## config.mk

```make
export PLATFORM = sky130hd
export DESIGN_NAME = uart_tx_arbiter_flat
export DESIGN_NICKNAME = d
export VERILOG_FILES = /design/src/rtl/uart_tx_arbiter_if.sv /design/src/rtl/uart_tx_arbiter.sv /design/src/flat_wrapper.sv
export SDC_FILE = /design/constraint.sdc
export NUM_CORES = 1
export LEC_CHECK = 0
export ABC_CLOCK_PERIOD_IN_PS = 2150
export CORE_UTILIZATION = 47
export DETAILED_ROUTE_END_ITERATION = 6
export PLACE_DENSITY = 0.76
export SLEW_MARGIN = 25
export SYNTH_ARGS = -nofsm -noshare
export SYNTH_HDL_FRONTEND = slang
export SYNTH_SLANG_ARGS = --single-unit
export TNS_END_PERCENT = 20
```

## constraint.sdc

```tcl
create_clock -name CLK100MHZ -period 2.15 [get_ports CLK100MHZ]
set_input_delay 0.43 -clock CLK100MHZ [delete_from_list [all_inputs] [get_ports CLK100MHZ]]
set_output_delay 0.43 -clock CLK100MHZ [all_outputs]
set_load 0.05 [all_outputs]
```

## src/rtl/uart_tx_arbiter_if.sv

```systemverilog
// Requester/transmitter handshake bundle for the two-port UART TX arbiter.
// slave = arbiter side, master = requesters plus transmitter model.
interface uart_tx_arbiter_if;
   logic       req0_valid;
   logic       req1_valid;
   logic [7:0] req0_data;
   logic [7:0] req1_data;
   logic       req0_last;
   logic       req1_last;
   logic       req0_ready;
   logic       req1_ready;
   logic       tx_ready;
   logic       tx_done;
   logic       tx_start;
   logic [7:0] tx_data;
   logic [1:0] grant;
   logic       timeout_err;

   modport slave (
      input  req0_valid, req1_valid, req0_data, req1_data, req0_last, req1_last,
      input  tx_ready, tx_done,
      output req0_ready, req1_ready, tx_start, tx_data, grant, timeout_err
   );

   modport master (
      output req0_valid, req1_valid, req0_data, req1_data, req0_last, req1_last,
      output tx_ready, tx_done,
      input  req0_ready, req1_ready, tx_start, tx_data, grant, timeout_err
   );
endinterface

```

## src/rtl/uart_tx_arbiter.sv

```systemverilog
// Round-robin arbiter giving two byte-stream requesters packet-atomic access
// to a single UART transmitter, with an inter-packet gap and stall timeout.
module uart_tx_arbiter #(
   parameter int unsigned GAP_CYCLES     = 16,
   parameter int unsigned TIMEOUT_CYCLES = 100000
) (
   input logic              CLK100MHZ,
   input logic              reset,
   uart_tx_arbiter_if.slave bus
);

   localparam int unsigned CNT_W = 17;
   localparam int unsigned GAP_W = (GAP_CYCLES > 1) ? $clog2(GAP_CYCLES) : 1;
   localparam logic [CNT_W-1:0] TIMEOUT_LAST = CNT_W'(TIMEOUT_CYCLES - 1);
   localparam logic [GAP_W-1:0] GAP_LAST     = GAP_W'(GAP_CYCLES - 1);

   typedef enum logic [2:0] {IDLE, LOAD, SEND, WAIT, GAP} state_t;

   // With no gap configured a finished packet goes straight back to arbitration.
   localparam state_t POST_PKT = (GAP_CYCLES == 0) ? IDLE : GAP;

   state_t           state_q;
   logic [1:0]       grant_q;
   logic             ptr_q;
   logic [7:0]       tx_data_q;
   logic             last_q;
   logic             tx_start_q;
   logic             timeout_err_q;
   logic [CNT_W-1:0] idle_cnt_q;
   logic [GAP_W-1:0] gap_cnt_q;

   logic       sel_valid;
   logic       sel_last;
   logic [7:0] sel_data;
   logic       accept;
   logic       pick_req1;

   // Mux the granted requester; ptr_q=1 means req1 wins a tie.
   always_comb begin
      sel_valid = bus.req0_valid;
      sel_last  = bus.req0_last;
      sel_data  = bus.req0_data;
      if (grant_q[1]) begin
         sel_valid = bus.req1_valid;
         sel_last  = bus.req1_last;
         sel_data  = bus.req1_data;
      end
      accept    = (state_q == LOAD) && sel_valid && bus.tx_ready;
      pick_req1 = bus.req1_valid && (!bus.req0_valid || ptr_q);
   end

   always_ff @(posedge CLK100MHZ or posedge reset) begin
      if (reset) begin
         state_q       <= IDLE;
         grant_q       <= 2'b00;
         ptr_q         <= 1'b0;
         tx_data_q     <= 8'h00;
         last_q        <= 1'b0;
         tx_start_q    <= 1'b0;
         timeout_err_q <= 1'b0;
         idle_cnt_q    <= '0;
         gap_cnt_q     <= '0;
      end else begin
         tx_start_q    <= 1'b0;
         timeout_err_q <= 1'b0;
         case (state_q)
            IDLE: begin
               if (bus.req0_valid || bus.req1_valid) begin
                  grant_q    <= pick_req1 ? 2'b10 : 2'b01;
                  idle_cnt_q <= '0;
                  state_q    <= LOAD;
               end
            end
            LOAD: begin
               if (accept) begin
                  tx_data_q  <= sel_data;
                  last_q     <= sel_last;
                  idle_cnt_q <= '0;
                  tx_start_q <= 1'b1;
                  state_q    <= SEND;
               end else if (!sel_valid) begin
                  // Only a silent requester ages; a tx_ready stall does not.
                  if (idle_cnt_q == TIMEOUT_LAST) begin
                     timeout_err_q <= 1'b1;
                     grant_q       <= 2'b00;
                     ptr_q         <= grant_q[0];
                     idle_cnt_q    <= '0;
                     gap_cnt_q     <= '0;
                     state_q       <= POST_PKT;
                  end else begin
                     idle_cnt_q <= idle_cnt_q + CNT_W'(1);
                  end
               end
            end
            SEND: begin
               state_q <= WAIT;
            end
            WAIT: begin
               if (bus.tx_done) begin
                  if (last_q) begin
                     grant_q   <= 2'b00;
                     ptr_q     <= grant_q[0];
                     gap_cnt_q <= '0;
                     state_q   <= POST_PKT;
                  end else begin
                     state_q <= LOAD;
                  end
               end
            end
            GAP: begin
               if (gap_cnt_q == GAP_LAST) begin
                  state_q <= IDLE;
               end else begin
                  gap_cnt_q <= gap_cnt_q + GAP_W'(1);
               end
            end
            default: state_q <= IDLE;
         endcase
      end
   end

   assign bus.req0_ready  = accept && grant_q[0];
   assign bus.req1_ready  = accept && grant_q[1];
   assign bus.tx_start    = tx_start_q;
   assign bus.tx_data     = tx_data_q;
   assign bus.grant       = grant_q;
   assign bus.timeout_err = timeout_err_q;

endmodule

```

## src/flat_wrapper.sv

```systemverilog
// flat-port wrapper written by rule: the top's interface ports become plain ports
module uart_tx_arbiter_flat 
#(
   parameter int unsigned GAP_CYCLES     = 16,
   parameter int unsigned TIMEOUT_CYCLES = 100000
)
  (CLK100MHZ, reset, bus_req0_valid, bus_req1_valid, bus_req0_data, bus_req1_data, bus_req0_last, bus_req1_last, bus_tx_ready, bus_tx_done, bus_req0_ready, bus_req1_ready, bus_tx_start, bus_tx_data, bus_grant, bus_timeout_err);
  uart_tx_arbiter_if bus_i ();
  input logic CLK100MHZ;
  input logic reset;
  input wire logic [$bits(bus_i.req0_valid)-1:0] bus_req0_valid;
  input wire logic [$bits(bus_i.req1_valid)-1:0] bus_req1_valid;
  input wire logic [$bits(bus_i.req0_data)-1:0] bus_req0_data;
  input wire logic [$bits(bus_i.req1_data)-1:0] bus_req1_data;
  input wire logic [$bits(bus_i.req0_last)-1:0] bus_req0_last;
  input wire logic [$bits(bus_i.req1_last)-1:0] bus_req1_last;
  input wire logic [$bits(bus_i.tx_ready)-1:0] bus_tx_ready;
  input wire logic [$bits(bus_i.tx_done)-1:0] bus_tx_done;
  output wire logic [$bits(bus_i.req0_ready)-1:0] bus_req0_ready;
  output wire logic [$bits(bus_i.req1_ready)-1:0] bus_req1_ready;
  output wire logic [$bits(bus_i.tx_start)-1:0] bus_tx_start;
  output wire logic [$bits(bus_i.tx_data)-1:0] bus_tx_data;
  output wire logic [$bits(bus_i.grant)-1:0] bus_grant;
  output wire logic [$bits(bus_i.timeout_err)-1:0] bus_timeout_err;
  assign bus_i.req0_valid = bus_req0_valid;
  assign bus_i.req1_valid = bus_req1_valid;
  assign bus_i.req0_data = bus_req0_data;
  assign bus_i.req1_data = bus_req1_data;
  assign bus_i.req0_last = bus_req0_last;
  assign bus_i.req1_last = bus_req1_last;
  assign bus_i.tx_ready = bus_tx_ready;
  assign bus_i.tx_done = bus_tx_done;
  assign bus_req0_ready = bus_i.req0_ready;
  assign bus_req1_ready = bus_i.req1_ready;
  assign bus_tx_start = bus_i.tx_start;
  assign bus_tx_data = bus_i.tx_data;
  assign bus_grant = bus_i.grant;
  assign bus_timeout_err = bus_i.timeout_err;
  uart_tx_arbiter #(.GAP_CYCLES(GAP_CYCLES), .TIMEOUT_CYCLES(TIMEOUT_CYCLES)) u_core (.CLK100MHZ(CLK100MHZ), .reset(reset), .bus(bus_i));
endmodule
```

* After elaboration in Yosys (flattened, before gate mapping)
Index checks and enable logic that the tools add are counted. W data, S select, Z words.
Operators by class: add/sub/neg operators 2, equality and inequality tests 16, muxes and demuxes 43, reduce and logical (&&, ||, !) cells 19
Operators with widths (number):
- $mux W17 | 4
- $pmux W17 S2 | 1
- $mux W4 | 6
- $mux W3 | 7
- $add A17 B1 Y17 const B | 1
- $eq A17 B17 Y1 const B | 1
- $pmux W3 S5 | 1
- $mux W2 | 7
- $reduce_and A7 Y1 | 2
- $mux W1 | 13
- $pmux W4 S3 | 1
- $ne A2 B2 Y1 const B | 5
- $mux W8 | 1
- $eq A3 B2 Y1 const B | 2
- $ne A2 B1 Y1 const B | 3
- $pmux W2 S3 | 1
- $reduce_and A6 Y1 | 1
- $reduce_bool A3 Y1 | 2
- $logic_and A1 B1 Y1 | 5
- $reduce_and A5 Y1 | 1
- $add A4 B1 Y4 const B | 1
- $eq A4 B4 Y1 const B | 1
- $reduce_bool A2 Y1 | 2
- $eq A3 B1 Y1 const B | 1
- other kinds (9) | 10
Storage, ports and cells: register bits 38, bits of input ports 24, logic and storage cells 89

* Longest topological paths before layout
Gate-level depths: netlist (run 1).
depth in word-level cells 6, mapped depth 8

* Worst setup path before layout (run 1)
Ideal clock, no wire load.
kind reg-to-reg, start reg u_core.grant_q[1] (netlist: u_core.bus.grant[1]), end reg u_core.idle_cnt_q[9], setup time 0.104 ns, arrival time 2.233 ns, required time 2.046 ns, slack -0.187 ns, cell stages (with the launch flop) 6, period minus slack after synthesis 2.337 ns, cell sequence dfrtp_1 > mux2i_2 > o21ai_1 > or4_4 > buf_4 > o41ai_2
On the way: word-level cells in the longest chain between the ends 5, elaborated cells between the ends (all ways) 7
RTL lines:
- start, declared | RTL line uart_tx_arbiter.sv:23 | logic [1:0] grant_q;
- start signal, assigned | RTL line uart_tx_arbiter.sv:69 | grant_q <= pick_req1 ? 2'b10 : 2'b01;
- $mux W1 * | RTL line uart_tx_arbiter.sv:43 | if (grant_q[1]) begin
- $logic_and A1 B1 Y1 (2 in series) | RTL line uart_tx_arbiter.sv:48 | accept = (state_q == LOAD) && sel_valid && bus.tx_ready;
- $ne A3 B3 Y1 (no source line) or $mux W17 (tied branches)
- $reduce_and A3 Y1 (no source line) or $pmux W17 S2 (tied branches)
- end signal, assigned | RTL line uart_tx_arbiter.sv:91 | idle_cnt_q <= idle_cnt_q + CNT_W'(1);
- end, declared | RTL line uart_tx_arbiter.sv:29 | logic [CNT_W-1:0] idle_cnt_q;
Every way passes the cells marked *; elsewhere a longest branch is shown, timed or not. A chain may end at the register's enable or synchronous reset.

* Final worst setup path (run 1)
start reg u_core.idle_cnt_q[14], end reg u_core.idle_cnt_q[13]
On the way: word-level cells in the longest chain between the ends 5
RTL lines:
- $eq A17 B17 Y1 | RTL line uart_tx_arbiter.sv:83 | if (idle_cnt_q == TIMEOUT_LAST) begin
- $mux W17 | RTL line uart_tx_arbiter.sv:83
- $mux W17 | RTL line uart_tx_arbiter.sv:81 | end else if (!sel_valid) begin
- $mux W17 | RTL line uart_tx_arbiter.sv:75 | if (accept) begin
- $pmux W17 S2 | RTL line uart_tx_arbiter.sv:66 | case (state_q)
Every way passes these cells. The select of a mux whose other input is x is not followed.

==> results of run 1 <==
## per-stage QoR
stage | area (µm²) | hold slack [ps]
3_5_place_dp | 2670 | 470
5_1_grt | 2930 | 518
3_3_place_gp | 2670 | 462
6_report | 2930 | 481
2_1_floorplan | 2050 | 452
4_1_cts | 2830 | 488
## cells by family after synthesis
group	synth area share, %
AOI/OAI and AO/OA	17.6
adders and majority gates	1.22
buffers and inverters	3.85
DFF	46.4
muxes	7.69
and+or+nand+nor	23.2
## worst min-delay path, cell delays in order (launching register included)
cell and delay, ps:
dfrtp_1 350, nand2_1 40, o21ai_0 60
## area by class of cell
cell class / count / area [µm²] / share of cell area, %
Clock buffer: 6 / 82.6 / 2.82
Clock inverter: 2 / 60.1 / 2.05
Inverter: 11 / 41.3 / 1.41
Multi-Input combinational cell: 159 / 1070 / 36.7
Sequential cell: 38 / 953 / 32.6
Tap cell: 50 / 62.6 / 2.14
Timing Repair Buffer: 70 / 653 / 22.3
## report_power, final
group          internal, mW  switching [mW]
Combinational         0.788           0.990
Clock                 0.495           0.262
Sequential            0.898           0.153
## path summary, 6_finish.rpt
kind	startpoint	to	slack, ps	cells after the start
max	u_core.idle_cnt_q[14]	u_core.idle_cnt_q[13]	20	8
min	u_core.bus.tx_data[1]	u_core.bus.tx_data[1]	480	2
max reg2reg	u_core.idle_cnt_q[14]	u_core.idle_cnt_q[13]	20	8
min reg2reg	u_core.bus.tx_data[1]	u_core.bus.tx_data[1]	480	2
max in group asynchronous	reset	u_core.bus.grant[1]	1250	3
min in group asynchronous	reset	u_core.bus.tx_start	550	3
## layer usage
metal | track usage, % | vias up | routed length, µm
met1 | 28.1 | 882 | 2140
li1 | - | 925 | -
met4 | 9.38 | 0 | 81
met2 | 38.1 | 55 | 2290
met5 | 0 | - | 0
met3 | 7.17 | 8 | 251
## layout by cell type, fill, tap and decap left out, types with 2 or more instances in the layout
master           synthesis  routed
dfrtp_1                 38      36
clkdlybuf4s50_1          0      32
buf_4                    1      31
nand2_1                 24      24
o21ai_0                 24      23
nand3_1                 13      13
inv_1                   11      11
mux2i_1                 11      11
nor3_1                   9       9
o21ai_1                  7       8
nor2_1                   9       8
a21oi_1                  6       6
or3_1                    6       6
clkbuf_8                 0       6
nand4_1                  3       3
or2_2                    3       3
nor2b_1                  3       3
a22o_1                   3       3
buf_12                   0       3
nor3b_1                  2       2
or4b_4                   1       2
nand2b_1                 2       2
o41ai_2                  1       2
o311ai_1                 2       2
a31oi_1                  2       2
a21o_1                   2       2
and3_4                   0       2
mux2_4                   0       2
bufinv_16                0       2
dfrtp_2                  0       2
## what timing repair did
item	CTS	global route
pin swaps	3	4
hold buffers	0	0
gates resized for setup	5	12
gates cloned	0	0
setup endpoints to repair	7	17
setup buffers	0	5
## state kept, by name, summed over array words and instances, names as in the netlist
register,flops
u_core.state_q,3
u_core.bus.grant,2
u_core.bus.timeout_err,1
u_core.ptr_q,1
u_core.idle_cnt_q,17
u_core.last_q,1
u_core.bus.tx_start,1
u_core.gap_cnt_q,4
u_core.bus.tx_data,8
==> results by group, run 1 <==
Outcome
  – Status: finished clean

Floorplan
  – CORE AREA: 4090 µm²
  – Vert. Die Dim: 68.0 µm
  – Full die area: 4630 µm²
  – Starting density of the core: 50.2%
  – Num rows: 23
  – Top-Level Pins: 38
  – Die width: 68.0 µm

Yosys
  – Largest area contributor in the netlist: dfrtp_1
  – Post-synth top cells: dfrtp_1, nand2_1, o21ai_0
  – Distinct cell type count after synthesis: 46
  – Cells after synthesis: 216
  – Number of synthesized flops with an enable pin: 0
  – YS warnings: 0
  – Top FF cell, synth: dfrtp_1
  – Top area cells in the synthesized netlist: dfrtp_1, o21ai_0, mux2i_1
  – FF+latch count, synth: 38
  – Mapped Nets: 242
  – Post-synthesis sequential area ratio: 46.4%
  – Count leader, synth: dfrtp_1
  – Mean Syn Cell Area: 9.49 µm²
  – Share of synthesized registers carrying an async set or reset: 100%
  – Area share of the largest cell type after synthesis: 46.4%
  – Mapped Area: 2050 µm²

STA
  – Setup TNS: 0 ps
  – Max-slew violation count: 0
  – Worst-Margin Slew: 519 ps
  – Hold Vio Cnt, Final: 0
  – Max transition margin: 65.3%
  – Minimum clock period: 2130 ps
  – Final cycle utilization of the critical path: 99.3%
  – F_max: 469 MHz
  – Final Skew: 4.51 ps
  – RSZ-0062 raised after global routing: true
  – PnR worst setup slack: 15.5 ps
  – Final setup viols: 0

Critical path
  – Worst Path Required: 2340 ps
  – Slowest-stage cell, CP: or4b_4
  – Crit path capture type: register
  – Worst setup SP type: register
  – CP Buf/Inv Count: 3
  – Worst-path fanout max: 7
  – CP delay by family, top: simple AND/OR/NAND/NOR gates
  – CP max stage delay: 550 ps
  – Critical path arrival: 2330 ps
  – Cell Chain, Critical Path: or4b_4 > nor4_4 > buf_6 > buf_4 > nor2_1 > buf_4 > a21o_1 > a21o_1
  – Critical path type: register to register

Placement
  – Gp weighted congestion: 0.842
  – PortBufs: 37
  – DP Cell Count: 323
  – Place WS: -397 ps
  – HPWL after DPL: 3360 µm

GRT
  – Largest net degree at the start of global routing: 39
  – First-pass GRT wire length: 7910 µm
  – Total gr overflow: 0
  – Gr usage total: 23.2%
  – Initial antenna violation count: 0
  – Vias in the first global route: 1815

Route
  – Per-cell routed wire length: 14.2 µm
  – ANT nets after route: 0
  – Total wire length: 4770 µm
  – DRT iter0 DRCs: 133
  – Via density: 5.57
  – Drt first pass iters: 5
  – # DRC: 0
  – Vias: 1870

Cells and area
  – Fin cells: 336
  – Share of cells above drive strength 1: 23.4%
  – Core Util, Final: 71.6%
  – Area growth, synth to finish: 42.7%
  – # fillers: 298
  – Diode count: 0
  – NumNets Final: 311

Clock network
  – Longest Clk Path Bufs: 2
  – CTS tree: built
  – TritonCTS Buffers: 5
  – Sink Count: 38
  – Clock Latency Late Sink: 300 ps
  – Root Buffer: clkbuf_8
  – Clock Pin Slew Worst Setup and Hold Paths: 80 ps
  – H-tree depth: 2

Hold path
  – Hold Crit Class: register to register

Power and ir drop
  – Lkg Pwr: 1.29 nW
  – PD cells: 1230 nW/µm²
  – Peak VDD IR: 0.000843 V
  – Pwr Total: 3.59 mW

Job
  – Max_cap viols: 0
(Power assumes the default switching activity.)
==> inputs of run 2 (changes only) <==
HOLD_SLACK_MARGIN = 0.15   (was unset)
==> results of run 2 <==
Final layout, timing and power as in run 1 (identical DEF).
